$ cat config.mk
export PLATFORM = sky130hd
export DESIGN_NAME = mux_sel_scanner
export DESIGN_NICKNAME = d
export VERILOG_FILES = /design/src/rtl/mux_sel_scanner_pkg.sv /design/src/rtl/dwell_counter.sv /design/src/rtl/mux_sel_scanner.sv
export SDC_FILE = /design/constraint.sdc
export NUM_CORES = 1
export LEC_CHECK = 0
export BUFFER_PORTS_ARGS = -buffer_cell sky130_fd_sc_hd__buf_2
export CAP_MARGIN = 10
export CELL_PAD_IN_SITES_DETAIL_PLACEMENT = 1
export CELL_PAD_IN_SITES_GLOBAL_PLACEMENT = 2
export CORE_MARGIN = 3
export CORE_UTILIZATION = 26
export DETAILED_ROUTE_END_ITERATION = 16
export PLACE_DENSITY = 0.7
export SKIP_LAST_GASP = 1
export SYNTH_ARGS = -nofsm -noshare
export SYNTH_HDL_FRONTEND = slang
export SYNTH_SLANG_ARGS = --single-unit
$ cat constraint.sdc
create_clock -name clk -period 1.6 [get_ports clk]
set_input_delay 0.16 -clock clk [delete_from_list [all_inputs] [get_ports clk]]
set_output_delay 0.16 -clock clk [all_outputs]
set_load 0.005 [all_outputs]
$ cat src/rtl/mux_sel_scanner_pkg.sv
// mux_sel_scanner_pkg: shared state encodings, channel constants and counter sizing helper
// Contents: state_t (ST_IDLE/ST_SCAN), N_CH, SEL_W, DWELL_MAX, cnt_w()
package mux_sel_scanner_pkg;
    typedef enum logic {ST_IDLE = 1'b0, ST_SCAN = 1'b1} state_t;
    localparam int N_CH      = 4;
    localparam int SEL_W     = 2;
    localparam int DWELL_MAX = 16;
    // Counter width for a dwell of d cycles; a dwell of 1 still needs a 1-bit register
    function automatic int cnt_w(input int d);
        return (d > 1) ? $clog2(d) : 1;
    endfunction
endpackage

$ cat src/rtl/dwell_counter.sv
// dwell_counter: counts 0..DWELL-1 while enabled and flags the last count of each dwell
// Ports: clk, rst (async, active-high), en (count), clr (restart at 0), wrap (en at count DWELL-1)
module dwell_counter
    import mux_sel_scanner_pkg::*;
#(
    parameter int DWELL = 1
) (
    input  logic clk,
    input  logic rst,
    input  logic en,
    input  logic clr,
    output logic wrap
);
    localparam int W = cnt_w(DWELL);
    logic [W-1:0] cnt;
    assign wrap = en && (cnt == W'(DWELL - 1));
    always_ff @(posedge clk or posedge rst) begin
        if (rst)
            cnt <= '0;
        else if (clr)
            cnt <= '0;
        else if (en)
            cnt <= wrap ? '0 : cnt + 1'b1;
    end
endmodule

$ cat src/rtl/mux_sel_scanner.sv
// mux_sel_scanner: captures a word via valid/ready and steps the mux select through all channels
// Ports: clk, rst (async, active-high), load/data (upstream word), abort (frame cancel),
//        ready, in (registered word), sel (registered select), slot_valid, frame_done
module mux_sel_scanner
    import mux_sel_scanner_pkg::*;
#(
    parameter int DWELL = 1
) (
    input  logic             clk,
    input  logic             rst,
    input  logic             load,
    input  logic [3:0]       data,
    input  logic             abort,
    output logic             ready,
    output logic [3:0]       in,
    output logic [SEL_W-1:0] sel,
    output logic             slot_valid,
    output logic             frame_done
);
    state_t state;
    logic   scan, wrap, last, clr;
    assign scan       = (state == ST_SCAN);
    assign slot_valid = scan;
    assign last       = scan && (sel == SEL_W'(N_CH - 1)) && wrap;
    // abort suppresses both end-of-frame strobes so a coincident load is dropped
    assign frame_done = last && !abort;
    assign ready      = !scan || frame_done;
    assign clr        = (scan && abort) || (load && ready);

    dwell_counter #(.DWELL(DWELL)) u_dwell (
        .clk  (clk),
        .rst  (rst),
        .en   (scan),
        .clr  (clr),
        .wrap (wrap)
    );

    always_ff @(posedge clk or posedge rst) begin
        if (rst) begin
            state <= ST_IDLE;
            in    <= '0;
            sel   <= '0;
        end else if (scan && abort) begin
            state <= ST_IDLE;
            sel   <= '0;
        end else if (load && ready) begin
            state <= ST_SCAN;
            in    <= data;
            sel   <= '0;
        end else if (last) begin
            state <= ST_IDLE;
            sel   <= '0;
        end else if (wrap) begin
            sel <= sel + 1'b1;
        end
    end
endmodule

==> flow_summary.toml <==
[status]
status = "finished clean"

[synth]
syn_area_um2 = 404
ys.flop_type = "dfrtp_1"
synth_nets = 41
synth_cell_type_count = 17
ys_seq_area_share_pct = 49.5
yosysMostFrequentCell = "dfrtp_1"
synth_seq_cells = 8
synth_edf_count = 0
synth_top_area_cell = "dfrtp_1"
synth_commonest_cells = "dfrtp_1, a21oi_1, mux2_4"
synthCells = 32
ys_async_sr_fraction_pct = 100
synth_area_leaders = "dfrtp_1, mux2_4, a21oi_1, nor3b_4, o21ai_4"
syn_avg_cell_area_um2 = 12.6
ys_warn_count = 0
synth_top_area_share_pct = 49.5

[floorplanning]
die_h_um = 45.4
core_area_um2 = 1380
start_util_pct = 29.2
ios = 17
die_area_um2 = 2060
die_w_um = 45.4
rows = 13

[placement]
place_congestion = 0.845
portBuffers = 16
place_inst = 63
dp_hpwl_um = 849
place_area_um2 = 503

[clocking]
cts.sinks = 8
clock_path_buffers = 2
insertion_delay_ns = 0.25
numCtsBuffers = 3
h-tree-depth = 1
cts_resized = 0
cts-root-buf = "clkbuf_4"
cts.reportedPaths.clkPinSlew_ns = 0.05
postCtsSetupBuffers = 0
cts_tree = "built"

[critical_path]
endpoint_kind = "flop"
start_kind = "flop"
worst_ep_required_time_ns = 1.73
criticalPathCategory = "reg2reg"
arrival_ns = 1.63
ff2ff_setup_slack_ns = 0.09
cp_max_fo = 5

[routing]
ant_nets = 0
wire_per_inst_um = 15.0
vias = 330
post_drt_via_cell_ratio = 4.93
drc = 0
drtPass1Iterations = 1
drt_wl_total_mm = 1.01
drt-initial-drc-count = 0

[sta]
period_share_pct = 94.2
hold_violations = 0
finalSetupTns_ns = 0
worst_slew_pin_slew_ns = 0.313
report.final.setup_viol = 0
rsz0062_at_grt = "no"
finalCriticalPeriod_ns = 1.51
fin_hold_ws_ns = 0.143
max_freq_mhz = 663
maxSlewViolCount = 0
finalClockSkew_ns = 0.00353
relSlewSlack_pct = 79.1

[final_layout]
layout.nets = 63
area_growth_pct = 32.5
diodes = 0
fillers = 158
layout-drive-gt1-share_pct = 51.9
design_area_um2 = 536
fin_cells = 67

[global_routing]
grt_pass1_vias = 372
antenna_found_initial = 0
gr-total-overflow = 0
grt_max_degree = 9
grt_pass1_wl_mm = 1.70
grt_usage_pct = 12.0

[pwr]
ir_worst_vdd_mv = 0.457
combPwrFrac_pct = 32.6
intPower_uw = 460
powerDensity_nw_per_um2 = 1220
clockPowerShare_pct = 22.5
p_sw_uw = 195
seqPwrFrac_pct = 44.9
p_leak_uw = 0.000269
p_sw_share_pct = 29.8

[min_path]
min_path_type = "in2reg"

[flow_run]
maxCapViolations = 0
critical path, cell delays in order, from the launching register on:
cell,delay [ns]
dfrtp_1,0.42
ha_1,0.25
nor3b_4,0.17
o21ai_4,0.23
mux2_4,0.32
cells by family (layout without fill, tap and decap cells):
| group | count (synthesis) | in the layout | synth area share [%] |
|---|---|---|---|
| buffers and inverters | 2 | 22 | 1.86 |
| multiplexers | 4 | 4 | 14.9 |
| adder cells (fa/ha/maj) | 1 | 1 | 3.10 |
| AO/OA/AOI/OAI | 8 | 8 | 14.2 |
| flip-flops | 8 | 8 | 49.5 |
| AND/OR/NAND/NOR | 9 | 9 | 16.4 |
worst paths after layout:
kind / start / endpoint / cells past startpoint
max reg2reg: sel[0] / in[1] / 4
max: sel[0] / in[1] / 4
min reg2reg: in[1] / in[1] / 1
min in group asynchronous: rst / in[0] / 3
min: data[0] / in[0] / 2
max in group asynchronous: rst / sel[0] / 3
metal layers:
metal	up-vias	track usage (%)	routed length, µm
met5	-	0	0
met4	0	5.26	37
met3	4	7.11	33
met2	8	17.8	548
met1	161	13.7	386
li1	157	-	-
state kept, by name (all words and copies together) (netlist names):
name	count
in	4
sel	2
slot_valid	1
u_dwell.cnt	1
repair_timing:
item                       4_1_cts  5_1_grt
hold endpoints to repair         8        0
setup endpoints to repair        0        0
hold buffers                     1        0
cell usage in the layout, fill, tap and decap left out, drive strengths merged, types with 2 or more instances in the layout:
cell	netlist	layout
a21oi	4	4
buf	0	16
clkbuf	0	3
dfrtp	8	8
inv	2	2
mux2	4	4
nand2	2	2
nor3	2	2
nor3b	2	2
o21ai	2	2
metrics by stage:
stage / total power (µW) / util [%] / worst slack [ns]
after floorplan: 412 / - / 0.170
after global placement: 499 / 36.4 / 0.139
after detailed placement: 513 / 36.4 / 0.0864
after CTS: 671 / 38.7 / 0.0784
after global routing: 710 / 38.7 / 0.0102
final: 655 / 38.7 / 0.0922
power groups by stage:
stage | Combinational, µW | Clock (µW) | Sequential (µW)
floorplan | 117 | 0 | 295
global route | 236 | 172 | 303
detailed placement | 217 | 0 | 296
finish | 213 | 147 | 294
global placement | 206 | 0 | 293
CTS | 219 | 157 | 295
final cells by class:
| type | instances | area, µm² | area share [%] |
|---|---|---|---|
| multi-input cells | 22 | 196 | 36.7 |
| inverters | 2 | 7.51 | 1.40 |
| clock buffers | 3 | 22.5 | 4.21 |
| repair buffers | 17 | 90.1 | 16.8 |
| well taps | 15 | 18.8 | 3.50 |
| flip-flops and latches | 8 | 200 | 37.4 |
Power figures use the tool's default switching activity.
